File: src/rtl/sd_cmd_pkg.sv
// Shared definitions for the SD CMD issue arbiter: state and owner encodings,
// bus widths and the two-way round-robin pick.
package sd_cmd_pkg;

   localparam int CMD_IDX_W = 6;
   localparam int CMD_ARG_W = 32;
   localparam int TIMEOUT_W = 16;

   typedef enum logic [2:0] {
      ST_IDLE   = 3'd0,
      ST_ISSUE  = 3'd1,
      ST_WAIT   = 3'd2,
      ST_FINISH = 3'd3,
      ST_GAP    = 3'd4
   } arb_state_t;

   typedef enum logic {
      OWN_SW   = 1'b0,
      OWN_AUTO = 1'b1
   } owner_t;

   // With both requesters pending the one that did not finish last wins.
   function automatic owner_t rr_pick(input logic sw_req, input logic auto_req,
                                      input owner_t last_owner);
      owner_t w;
      w = OWN_SW;
      if (sw_req && auto_req) begin
         if (last_owner == OWN_SW) w = OWN_AUTO;
         else                      w = OWN_SW;
      end else if (auto_req) begin
         w = OWN_AUTO;
      end
      return w;
   endfunction

endpackage

File: src/rtl/cmd_issue_arbiter_if.sv
// Requester and CMD-layer signals of the issue arbiter. The master modport is
// the arbiter's view; the slave modport is the requesters / CMD layer view.
interface cmd_issue_arbiter_if;
   import sd_cmd_pkg::*;

   logic                 sw_req;
   logic [CMD_IDX_W-1:0] sw_cmd_index;
   logic [CMD_ARG_W-1:0] sw_cmd_arg;
   logic [TIMEOUT_W-1:0] sw_timeout;
   logic                 sw_grant;
   logic                 sw_done;
   logic                 sw_error;
   logic                 auto_req;
   logic [CMD_IDX_W-1:0] auto_cmd_index;
   logic [CMD_ARG_W-1:0] auto_cmd_arg;
   logic                 auto_grant;
   logic                 auto_done;
   logic                 auto_error;
   logic [CMD_ARG_W-1:0] resp_arg;
   logic [CMD_IDX_W-1:0] resp_index;
   logic                 arb_busy;
   logic                 new_cmd;
   logic [CMD_ARG_W-1:0] cmd_arg;
   logic [CMD_IDX_W-1:0] cmd_index;
   logic [TIMEOUT_W-1:0] timeout_value;
   logic                 cmd_busy;
   logic                 cmd_complete;
   logic                 timeout_error;
   logic [CMD_ARG_W-1:0] response_arg;
   logic [CMD_IDX_W-1:0] response_index;

   modport master (
      input  sw_req, sw_cmd_index, sw_cmd_arg, sw_timeout,
      input  auto_req, auto_cmd_index, auto_cmd_arg,
      input  cmd_busy, cmd_complete, timeout_error, response_arg, response_index,
      output sw_grant, sw_done, sw_error, auto_grant, auto_done, auto_error,
      output resp_arg, resp_index, arb_busy, new_cmd, cmd_arg, cmd_index, timeout_value
   );

   modport slave (
      output sw_req, sw_cmd_index, sw_cmd_arg, sw_timeout,
      output auto_req, auto_cmd_index, auto_cmd_arg,
      output cmd_busy, cmd_complete, timeout_error, response_arg, response_index,
      input  sw_grant, sw_done, sw_error, auto_grant, auto_done, auto_error,
      input  resp_arg, resp_index, arb_busy, new_cmd, cmd_arg, cmd_index, timeout_value
   );

endinterface

File: src/rtl/cmd_req_rr_sel.sv
// Two-input round-robin selector. Holds the owner of the last finished
// transaction and names the winner among the currently pending requests.
module cmd_req_rr_sel
   import sd_cmd_pkg::*;
(
   input  logic   CLK_host,
   input  logic   reset,
   input  logic   sw_req,
   input  logic   auto_req,
   input  logic   update,
   input  owner_t owner,
   output logic   req_valid,
   output owner_t winner
);

   owner_t last_owner_q;
   owner_t last_owner_d;

   // Take the finishing owner as the new last owner.
   always_comb begin
      last_owner_d = last_owner_q;
      if (update) last_owner_d = owner;
   end

   // Last owner register; after reset software wins the first contention.
   always_ff @(posedge CLK_host or posedge reset) begin
      if (reset) last_owner_q <= OWN_AUTO;
      else       last_owner_q <= last_owner_d;
   end

   // Winner of the current request levels.
   always_comb begin
      req_valid = sw_req | auto_req;
      winner    = rr_pick(sw_req, auto_req, last_owner_q);
   end

endmodule

File: src/rtl/cmd_issue_arbiter.sv
// Shares the SD CMD transaction layer between the software register path and
// the DAT-block auto-command path: grant, issue, wait, retry on timeout,
// report, then hold an idle gap before the next command.
module cmd_issue_arbiter
   import sd_cmd_pkg::*;
#(
   parameter int                   RETRY_MAX    = 2,
   parameter int                   GAP_CYCLES   = 8,
   parameter logic [TIMEOUT_W-1:0] AUTO_TIMEOUT = 16'd200
) (
   input logic                 CLK_host,
   input logic                 reset,
   cmd_issue_arbiter_if.master bus
);

   localparam int RETRY_W = (RETRY_MAX > 0) ? $clog2(RETRY_MAX + 1) : 1;
   localparam int GAP_W   = (GAP_CYCLES > 0) ? $clog2(GAP_CYCLES + 1) : 1;
   localparam logic [RETRY_W-1:0] RETRY_LIM = RETRY_W'(RETRY_MAX);
   localparam logic [GAP_W-1:0]   GAP_LAST  = GAP_W'((GAP_CYCLES > 0) ? GAP_CYCLES - 1 : 0);

   arb_state_t           state_q, state_d;
   owner_t               owner_q, owner_d;
   logic [RETRY_W-1:0]   retry_cnt_q, retry_cnt_d;
   logic [GAP_W-1:0]     gap_cnt_q, gap_cnt_d;
   logic                 retry_flag_q, retry_flag_d;
   logic [CMD_ARG_W-1:0] cmd_arg_q, cmd_arg_d;
   logic [CMD_IDX_W-1:0] cmd_index_q, cmd_index_d;
   logic [TIMEOUT_W-1:0] timeout_q, timeout_d;
   logic [CMD_ARG_W-1:0] resp_arg_q, resp_arg_d;
   logic [CMD_IDX_W-1:0] resp_index_q, resp_index_d;
   logic                 sw_grant_q, sw_grant_d, auto_grant_q, auto_grant_d;
   logic                 sw_done_q, sw_done_d, auto_done_q, auto_done_d;
   logic                 sw_error_q, sw_error_d, auto_error_q, auto_error_d;
   logic                 new_cmd_q, new_cmd_d;
   logic                 finish_now, finish_err;
   logic                 sel_valid;
   owner_t               sel_winner;

   cmd_req_rr_sel u_rr_sel (
      .CLK_host  (CLK_host),
      .reset     (reset),
      .sw_req    (bus.sw_req),
      .auto_req  (bus.auto_req),
      .update    (state_q == ST_FINISH),
      .owner     (owner_q),
      .req_valid (sel_valid),
      .winner    (sel_winner)
   );

   // Next-state, latch and pulse logic of the issue sequencer.
   always_comb begin
      state_d      = state_q;
      owner_d      = owner_q;
      retry_cnt_d  = retry_cnt_q;
      gap_cnt_d    = gap_cnt_q;
      retry_flag_d = retry_flag_q;
      cmd_arg_d    = cmd_arg_q;
      cmd_index_d  = cmd_index_q;
      timeout_d    = timeout_q;
      resp_arg_d   = resp_arg_q;
      resp_index_d = resp_index_q;
      sw_grant_d   = 1'b0;
      auto_grant_d = 1'b0;
      sw_done_d    = 1'b0;
      auto_done_d  = 1'b0;
      sw_error_d   = 1'b0;
      auto_error_d = 1'b0;
      new_cmd_d    = 1'b0;
      finish_now   = 1'b0;
      finish_err   = 1'b0;

      unique case (state_q)
         ST_IDLE: begin
            if (!bus.cmd_busy && sel_valid) begin
               owner_d      = sel_winner;
               retry_cnt_d  = '0;
               retry_flag_d = 1'b0;
               state_d      = ST_ISSUE;
               if (sel_winner == OWN_SW) begin
                  cmd_index_d = bus.sw_cmd_index;
                  cmd_arg_d   = bus.sw_cmd_arg;
                  timeout_d   = bus.sw_timeout;
                  sw_grant_d  = 1'b1;
               end else begin
                  cmd_index_d  = bus.auto_cmd_index;
                  cmd_arg_d    = bus.auto_cmd_arg;
                  timeout_d    = AUTO_TIMEOUT;
                  auto_grant_d = 1'b1;
               end
            end
         end
         ST_ISSUE: begin
            new_cmd_d = 1'b1;
            state_d   = ST_WAIT;
         end
         ST_WAIT: begin
            // Completion takes priority over a simultaneous timeout.
            if (bus.cmd_complete) begin
               resp_arg_d   = bus.response_arg;
               resp_index_d = bus.response_index;
               finish_now   = 1'b1;
               state_d      = ST_FINISH;
            end else if (bus.timeout_error) begin
               if (retry_cnt_q < RETRY_LIM) begin
                  retry_cnt_d  = retry_cnt_q + RETRY_W'(1);
                  retry_flag_d = 1'b1;
                  gap_cnt_d    = '0;
                  state_d      = ST_GAP;
               end else begin
                  finish_now = 1'b1;
                  finish_err = 1'b1;
                  state_d    = ST_FINISH;
               end
            end
         end
         ST_FINISH: begin
            retry_flag_d = 1'b0;
            gap_cnt_d    = '0;
            state_d      = ST_GAP;
         end
         ST_GAP: begin
            if (gap_cnt_q >= GAP_LAST) begin
               gap_cnt_d = '0;
               state_d   = retry_flag_q ? ST_ISSUE : ST_IDLE;
            end else begin
               gap_cnt_d = gap_cnt_q + GAP_W'(1);
            end
         end
         default: state_d = ST_IDLE;
      endcase

      // Done/error land in the FINISH cycle, steered to the owner.
      if (finish_now) begin
         sw_done_d    = (owner_q == OWN_SW);
         auto_done_d  = (owner_q == OWN_AUTO);
         sw_error_d   = (owner_q == OWN_SW) && finish_err;
         auto_error_d = (owner_q == OWN_AUTO) && finish_err;
      end
   end

   // State, latches, counters and registered outputs.
   always_ff @(posedge CLK_host or posedge reset) begin
      if (reset) begin
         state_q      <= ST_IDLE;
         owner_q      <= OWN_SW;
         retry_cnt_q  <= '0;
         gap_cnt_q    <= '0;
         retry_flag_q <= 1'b0;
         cmd_arg_q    <= '0;
         cmd_index_q  <= '0;
         timeout_q    <= '0;
         resp_arg_q   <= '0;
         resp_index_q <= '0;
         sw_grant_q   <= 1'b0;
         auto_grant_q <= 1'b0;
         sw_done_q    <= 1'b0;
         auto_done_q  <= 1'b0;
         sw_error_q   <= 1'b0;
         auto_error_q <= 1'b0;
         new_cmd_q    <= 1'b0;
      end else begin
         state_q      <= state_d;
         owner_q      <= owner_d;
         retry_cnt_q  <= retry_cnt_d;
         gap_cnt_q    <= gap_cnt_d;
         retry_flag_q <= retry_flag_d;
         cmd_arg_q    <= cmd_arg_d;
         cmd_index_q  <= cmd_index_d;
         timeout_q    <= timeout_d;
         resp_arg_q   <= resp_arg_d;
         resp_index_q <= resp_index_d;
         sw_grant_q   <= sw_grant_d;
         auto_grant_q <= auto_grant_d;
         sw_done_q    <= sw_done_d;
         auto_done_q  <= auto_done_d;
         sw_error_q   <= sw_error_d;
         auto_error_q <= auto_error_d;
         new_cmd_q    <= new_cmd_d;
      end
   end

   assign bus.sw_grant      = sw_grant_q;
   assign bus.auto_grant    = auto_grant_q;
   assign bus.sw_done       = sw_done_q;
   assign bus.auto_done     = auto_done_q;
   assign bus.sw_error      = sw_error_q;
   assign bus.auto_error    = auto_error_q;
   assign bus.resp_arg      = resp_arg_q;
   assign bus.resp_index    = resp_index_q;
   assign bus.arb_busy      = (state_q != ST_IDLE);
   assign bus.new_cmd       = new_cmd_q;
   assign bus.cmd_arg       = cmd_arg_q;
   assign bus.cmd_index     = cmd_index_q;
   assign bus.timeout_value = timeout_q;

endmodule

File: src/flat_wrapper.sv
// flat-port wrapper written by rule: the top's interface ports become plain ports
module cmd_issue_arbiter_flat import sd_cmd_pkg::*;
#(
   parameter int                   RETRY_MAX    = 2,
   parameter int                   GAP_CYCLES   = 8,
   parameter logic [TIMEOUT_W-1:0] AUTO_TIMEOUT = 16'd200
)
  (CLK_host, reset, bus_sw_req, bus_sw_cmd_index, bus_sw_cmd_arg, bus_sw_timeout, bus_auto_req, bus_auto_cmd_index, bus_auto_cmd_arg, bus_cmd_busy, bus_cmd_complete, bus_timeout_error, bus_response_arg, bus_response_index, bus_sw_grant, bus_sw_done, bus_sw_error, bus_auto_grant, bus_auto_done, bus_auto_error, bus_resp_arg, bus_resp_index, bus_arb_busy, bus_new_cmd, bus_cmd_arg, bus_cmd_index, bus_timeout_value);
  cmd_issue_arbiter_if bus_i ();
  input logic CLK_host;
  input logic reset;
  input wire logic [$bits(bus_i.sw_req)-1:0] bus_sw_req;
  input wire logic [$bits(bus_i.sw_cmd_index)-1:0] bus_sw_cmd_index;
  input wire logic [$bits(bus_i.sw_cmd_arg)-1:0] bus_sw_cmd_arg;
  input wire logic [$bits(bus_i.sw_timeout)-1:0] bus_sw_timeout;
  input wire logic [$bits(bus_i.auto_req)-1:0] bus_auto_req;
  input wire logic [$bits(bus_i.auto_cmd_index)-1:0] bus_auto_cmd_index;
  input wire logic [$bits(bus_i.auto_cmd_arg)-1:0] bus_auto_cmd_arg;
  input wire logic [$bits(bus_i.cmd_busy)-1:0] bus_cmd_busy;
  input wire logic [$bits(bus_i.cmd_complete)-1:0] bus_cmd_complete;
  input wire logic [$bits(bus_i.timeout_error)-1:0] bus_timeout_error;
  input wire logic [$bits(bus_i.response_arg)-1:0] bus_response_arg;
  input wire logic [$bits(bus_i.response_index)-1:0] bus_response_index;
  output wire logic [$bits(bus_i.sw_grant)-1:0] bus_sw_grant;
  output wire logic [$bits(bus_i.sw_done)-1:0] bus_sw_done;
  output wire logic [$bits(bus_i.sw_error)-1:0] bus_sw_error;
  output wire logic [$bits(bus_i.auto_grant)-1:0] bus_auto_grant;
  output wire logic [$bits(bus_i.auto_done)-1:0] bus_auto_done;
  output wire logic [$bits(bus_i.auto_error)-1:0] bus_auto_error;
  output wire logic [$bits(bus_i.resp_arg)-1:0] bus_resp_arg;
  output wire logic [$bits(bus_i.resp_index)-1:0] bus_resp_index;
  output wire logic [$bits(bus_i.arb_busy)-1:0] bus_arb_busy;
  output wire logic [$bits(bus_i.new_cmd)-1:0] bus_new_cmd;
  output wire logic [$bits(bus_i.cmd_arg)-1:0] bus_cmd_arg;
  output wire logic [$bits(bus_i.cmd_index)-1:0] bus_cmd_index;
  output wire logic [$bits(bus_i.timeout_value)-1:0] bus_timeout_value;
  assign bus_i.sw_req = bus_sw_req;
  assign bus_i.sw_cmd_index = bus_sw_cmd_index;
  assign bus_i.sw_cmd_arg = bus_sw_cmd_arg;
  assign bus_i.sw_timeout = bus_sw_timeout;
  assign bus_i.auto_req = bus_auto_req;
  assign bus_i.auto_cmd_index = bus_auto_cmd_index;
  assign bus_i.auto_cmd_arg = bus_auto_cmd_arg;
  assign bus_i.cmd_busy = bus_cmd_busy;
  assign bus_i.cmd_complete = bus_cmd_complete;
  assign bus_i.timeout_error = bus_timeout_error;
  assign bus_i.response_arg = bus_response_arg;
  assign bus_i.response_index = bus_response_index;
  assign bus_sw_grant = bus_i.sw_grant;
  assign bus_sw_done = bus_i.sw_done;
  assign bus_sw_error = bus_i.sw_error;
  assign bus_auto_grant = bus_i.auto_grant;
  assign bus_auto_done = bus_i.auto_done;
  assign bus_auto_error = bus_i.auto_error;
  assign bus_resp_arg = bus_i.resp_arg;
  assign bus_resp_index = bus_i.resp_index;
  assign bus_arb_busy = bus_i.arb_busy;
  assign bus_new_cmd = bus_i.new_cmd;
  assign bus_cmd_arg = bus_i.cmd_arg;
  assign bus_cmd_index = bus_i.cmd_index;
  assign bus_timeout_value = bus_i.timeout_value;
  cmd_issue_arbiter #(.RETRY_MAX(RETRY_MAX), .GAP_CYCLES(GAP_CYCLES), .AUTO_TIMEOUT(AUTO_TIMEOUT)) u_core (.CLK_host(CLK_host), .reset(reset), .bus(bus_i));
endmodule
File: config.mk
export PLATFORM = sky130hd
export DESIGN_NAME = cmd_issue_arbiter_flat
export DESIGN_NICKNAME = d
export VERILOG_FILES = /design/src/rtl/sd_cmd_pkg.sv /design/src/rtl/cmd_issue_arbiter_if.sv /design/src/rtl/cmd_req_rr_sel.sv /design/src/rtl/cmd_issue_arbiter.sv /design/src/flat_wrapper.sv
export SDC_FILE = /design/constraint.sdc
export NUM_CORES = 1
export LEC_CHECK = 0
export ABC_CLOCK_PERIOD_IN_PS = 8050
export CAP_MARGIN = 20
export CORE_MARGIN = 3
export CORE_UTILIZATION = 44
export DETAILED_ROUTE_END_ITERATION = 12
export PLACE_DENSITY = 0.84
export SYNTH_ARGS = -nofsm -noshare
export SYNTH_HDL_FRONTEND = slang
export SYNTH_SLANG_ARGS = --single-unit
export TNS_END_PERCENT = 50
File: constraint.sdc
create_clock -name CLK_host -period 8.05 [get_ports CLK_host]
set_input_delay 0.805 -clock CLK_host [delete_from_list [all_inputs] [get_ports CLK_host]]
set_output_delay 0.805 -clock CLK_host [all_outputs]
set_load 0.02 [all_outputs]
# Word-level counts from Yosys, hierarchy flattened
# Index checks and enable logic that the tools add are counted.
# word_totals
elab_cells	95
in_bits	137
regBits	111
output_inout_bits	100
# classes
n_lt_le_gt_ge	2
reduce_logical	16
addsub	2
mux	45
bitwise_logic	2
eq_ne	10
# ops
cell	n
$mux 32	1
$mux 1	25
$mux 16	1
$mux 4	4
$mux 3	5
$pmux 3 s5	1
$pmux 4 s3	1
$reduce_and 5->1	2
$reduce_bool 3->1	3
$mux 2	4
$eq 3x2->1 const B	2
$mux 6	1
$ne 2x1->1 const B	3
$add 4x1->4 const B	1
$ge 4x3->1 const B	1
$logic_and 1x1->1	4
$ne 2x2->1 const B	2
$pmux 2 s2	1
$reduce_and 2->1	2
$reduce_and 4->1	1
$eq 3x1->1 const B	1
$eq 3x3->1 const B	1
$logic_not 3->1	1
$ne 3x3->1 const B	1
other kinds (8)	8

# Longest topological paths before layout
# logic_depth
depth_word	7
depth_mapped	7
depth_no_buf	4

# By module
# A second synthesis with hierarchy kept.
# unflattened
hier_cells	405
area_unflattened_um2	4780.8
# modules_own_cells
module	seq_area_each_um2	instances	area_each_um2	cells_per_inst
cmd_issue_arbiter	2752.6	1	4722.0	400
cmd_req_rr_sel	26.3	1	58.8	5

# Least setup slack after synthesis
# Ideal clock, no wire load.
# synth_timing
path_type	input port to flip-flop
start	input bus_auto_req
end	register u_core.cmd_arg_q[5] (netlist: u_core.bus.cmd_arg[5])
required_ps	7922
setup_slack_ps	5857
arrival_ps	2066
cell_stages	5
setup_ps	128
path_buffers	2
path_cell_list	a21boi_1 > buf_2 > buf_2 > mux2_2 > mux2_1
# synth_between
elab_chain_cells	3
elab_cells_between_ends	7
cone_classes	mux (3); bitwise (1); reduce/logical (3)
# synth_rtl
item	line_no	source
start, declared	flat_wrapper.sv:16	input wire logic [$bits(bus_i.auto_req)-1:0] bus_auto_req;
$mux 1, or another cell as far along	sd_cmd_pkg.sv:30	end else if (auto_req) begin
$mux 1 / $logic_and 1x1->1 (equally long branches)	sd_cmd_pkg.sv:27, cmd_issue_arbiter.sv:74	
$mux 32 / $reduce_and 2->1 (equally long branches)	n/a	
end signal, assigned	cmd_issue_arbiter.sv:167	cmd_arg_q <= cmd_arg_d;
end, declared	cmd_issue_arbiter.sv:26	logic [CMD_ARG_W-1:0] cmd_arg_q, cmd_arg_d;
# Parallel ways exist; a longest one is shown, timed or not.
# A chain may end at the register's enable or synchronous reset.

# Worst setup path in the final report
# layout_timing
start	register u_core.state_q[0]
end	output bus_arb_busy
# layout_between
elab_chain_cells	1
# layout_rtl
item	line_no	source
start, declared	cmd_issue_arbiter.sv:21	arb_state_t state_q, state_d;
start signal, assigned	cmd_issue_arbiter.sv:162	state_q <= state_d;
$reduce_bool 3->1	cmd_issue_arbiter.sv:190	assign bus.arb_busy = (state_q != ST_IDLE);
end, declared	flat_wrapper.sv:32	output wire logic [$bits(bus_i.arb_busy)-1:0] bus_arb_busy;
# No other way between the ends.

==> key figures <==
Synth
  • Netlist cell types: 47
  • Register area share after synthesis: 0.560
  • EDFF count, synth: 0
  • Post-synthesis mux area share: 0.267
  • Post-synth ARST share: 1.00
  • Synth warnings: 0
  • Synth top area cells: dfrtp_1 55%, mux2_2 20%, mux2_1 6.8%, o41ai_2 1.6%, inv_1 1.4%
  • Post-synthesis simple-gate area fraction: 0.0454
  • Gate Count Post-Synth: 359
  • Syn Area/Cell: 13.8 um^2
  • Flop and latch count out of synthesis: 111
  • Post-synth top area cell: dfrtp_1
  • Ys flop type: dfrtp_1
  • Largest family of logic cells by synthesized area: multiplexers
  • Synth Area in Compound Gates: 0.0802
  • Post-Syn Area: 4960 um^2
  • XOR/XNOR Fraction of Synth Area: 0
  • Net Count, Synth: between 400 and 500
  • Adder-Cell Fraction of Synth Area: 0.00252
  • Yosys top cell area share: 0.555

Placement
  • IO buf count: 236
  • Dpl hpwl: 9.70 mm
  • GPL Wtd Cong: between 0.8 and 0.9

GRT
  • Largest net degree at the start of global routing: 60
  • First-pass GRT wire length: 21.2 mm
  • Total GRT Usage: 0.209
  • Vias in the first global route: 3999
  • Total grt overflow: 0
  • Initial antenna violation count: 0

Critical path
  • Critical Path RT: 7.24 ns
  • Critical Path AT: 2.21 ns
  • CP max stage delay: 0.70 ns
  • CP top delay family: flip-flops
  • FF-to-FF setup slack: 5.63 ns
  • Worst Setup End Kind: output pin
  • Maximum fanout along the worst path: 32
  • Worst-path cell chain: or3_4 -> clkdlybuf4s50_1
  • Worst path bufs/invs: 1
  • Kind of critical path: flip-flop to output pin
  • CP max-delay cell: dfrtp_1
  • Worst setup SP type: flip-flop

Timing
  • Final Hold Viols: 0
  • # setup viols final: 0
  • RSZ-0062 raised after global routing: false
  • Clock skew: between 0.008 and 0.009 ns
  • FMAX: approximately 0.33 GHz
  • Final slew viol count: 0
  • Final Cycle Share: 0.375
  • Minimum clock period: 3.02 ns
  • Rel. slew slack: 0.507
  • Least-Margin Pin Slew: 0.739 ns
  • Setup TNS after final layout: 0 ns

Power
  • Leak: 3.17 nW
  • Switch Pwr: 1.01 mW
  • Sw Ratio: 0.365
  • Sequential Power Share: 0.352
  • Cell Int Power: between 1.5 and 2 mW
  • PwrDens: 360 nW/um^2
  • Comb power frac: 0.491
  • Max VDD drop: 0.000197 V
  • Clock network power share: 0.157

Final layout
  • Layout fillers: 771
  • Nets@finish: 723
  • Synthesis-to-finish area growth: 55.0%
  • Most frequent cells in the layout: 236 x clkdlybuf4s50_1, 110 x dfrtp_1, 86 x mux2_2
  • Utilization after layout: 0.703
  • Most common cell after layout, fill and taps aside: clkdlybuf4s50_1
  • Share of layout cells above drive strength 1: 0.203
  • Diodes inserted: 0

Floorplanning
  • Core area: approximately 11000 um^2
  • Die X: ~110 um
  • Area of the die: 12600 um^2
  • Die Y: 112 um
  • Initial Util: 0.454
  • Top Ports: 237
  • Rows: 38

Hold path
  • Hold Crit Class: flip-flop to flip-flop

Clock network
  • Post-CTS Setup Inserts: 0
  • Worst-skew pair later-pin latency: 0.34 ns
  • Htree depth: 3
  • CTS Buf Count: 9
  • CTS Root Cell: clkbuf_16
  • TritonCTS clock tree: done
  • Clock Path Buffers: 2
  • Cts hold-fix bufs: 0
  • Sink Count: 111
  • Clk slew on worst S/H paths: 0.07 ns
  • Resized cells post-CTS: 0

Detailed routing
  • DRT Wirelength: 13.1 mm
  • Via count: 3728
  • Via density: approximately 5.1
  • Drt wl/cell: 17.9 um
  • Initial DRC Count: 129
  • Post-route antenna net violation count: 0
  • # DRC: 0
  • DRT Pass-1 Iters: 4

Outcome
  • Status: completed

Flow run
  • Max cap viols: 0
layout make-up:
class	count	area, um^2	area share
inverter	19	73.8	0.00960
sequential	111	2780	0.361
clock buffer	11	253	0.0329
multi-input combinational	204	1970	0.257
timing repair buffer	240	2390	0.311
clock inverter	5	41.3	0.00537
tap	140	175	0.0228
worst reg2reg max path, stage by stage (launching register included):
cell and delay (ns):
dfrtp_1 0.58, or3_4 0.65, nor2_8 0.63, mux2_2 0.44
layer usage:
layer / wire length [um] / GRT usage
met2: 6630 / 0.359
met4: 272 / 0.0609
met5: 0 / 0
met1: 5070 / 0.255
met3: 1110 / 0.0620
worst paths after layout:
path | startpoint | to | cells after the start
hold / removal | u_core.bus.cmd_arg[8] | u_core.bus.cmd_arg[8] | 1
hold reg to reg | u_core.bus.cmd_arg[8] | u_core.bus.cmd_arg[8] | 1
max in group asynchronous | reset | u_core.bus.resp_index[2] | 3
min in group asynchronous | reset | u_core.bus.resp_arg[25] | 2
setup reg to reg | u_core.state_q[0] | u_core.bus.cmd_arg[4] | 3
setup / recovery | u_core.state_q[0] | bus_arb_busy | 2
cell usage after synthesis (2+ instances only):
cell	count
inv_1	19
o21ai_0	6
buf_2	8
o41ai_2	5
a21oi_1	4
nand3_1	2
clkbuf_1	9
mux2i_1	2
nor3b_1	2
nor2_1	5
or4_1	4
and2_1	3
and3_1	2
nor2b_1	3
buf_4	4
o21ai_1	10
or3b_2	2
mux2_2	86
buf_6	4
nor3_1	2
o41ai_1	8
o21a_1	3
nor4_1	2
mux2_1	30
nand2_1	2
a22oi_1	2
dfrtp_1	110
sequential cells by signal, summed over array words and instances (netlist names):
name and cells:
u_core.bus.auto_done 1, u_core.bus.sw_grant 1, u_core.bus.resp_arg 32, u_core.gap_cnt_q 4
u_core.retry_flag_q 1, u_core.owner_q 1, u_core.bus.auto_grant 1, u_core.bus.cmd_arg 32
u_core.bus.sw_error 1, u_core.bus.new_cmd 1, u_core.bus.timeout_value 16, u_core.bus.cmd_index 6
u_core.u_rr_sel.last_owner_q 1, u_core.retry_cnt_q 2, u_core.bus.resp_index 6, u_core.bus.sw_done 1
u_core.bus.auto_error 1, u_core.state_q 3
power by group through the flow:
stage          clock, mW  combinational, mW  sequential, mW
6_report           0.435               1.36           0.975
5_1_grt            0.466               1.44            1.01
2_1_floorplan          0              0.477            1.24
3_5_place_dp           0               1.37           0.986
3_3_place_gp           0               1.34           0.967
4_1_cts            0.445               1.38           0.977
cells by family after synthesis:
kind of cell / count (synthesis)
buffers and inverters: 44
AOI/OAI and AO/OA: 51
adders and majority gates: 1
DFF: 111
muxes: 118
and+or+nand+nor: 34
per-stage QoR:
step / setup slack (ns) / instance area (um^2) / power [mW] / instances / hold WS (ns)
final: 5.03 / 7690 / 2.77 / 730 / 0.485
after global routing: 4.94 / 7690 / 2.92 / 730 / 0.508
after CTS: 5.04 / 7690 / 2.80 / 730 / 0.491
after detailed placement: 5.13 / 7390 / 2.36 / 714 / 0.474
after global placement: 5.15 / 7390 / 2.31 / 714 / 0.467
after floorplan: 4.32 / 4960 / 1.72 / 359 / 0.460
Power figures use the tool's default switching activity.
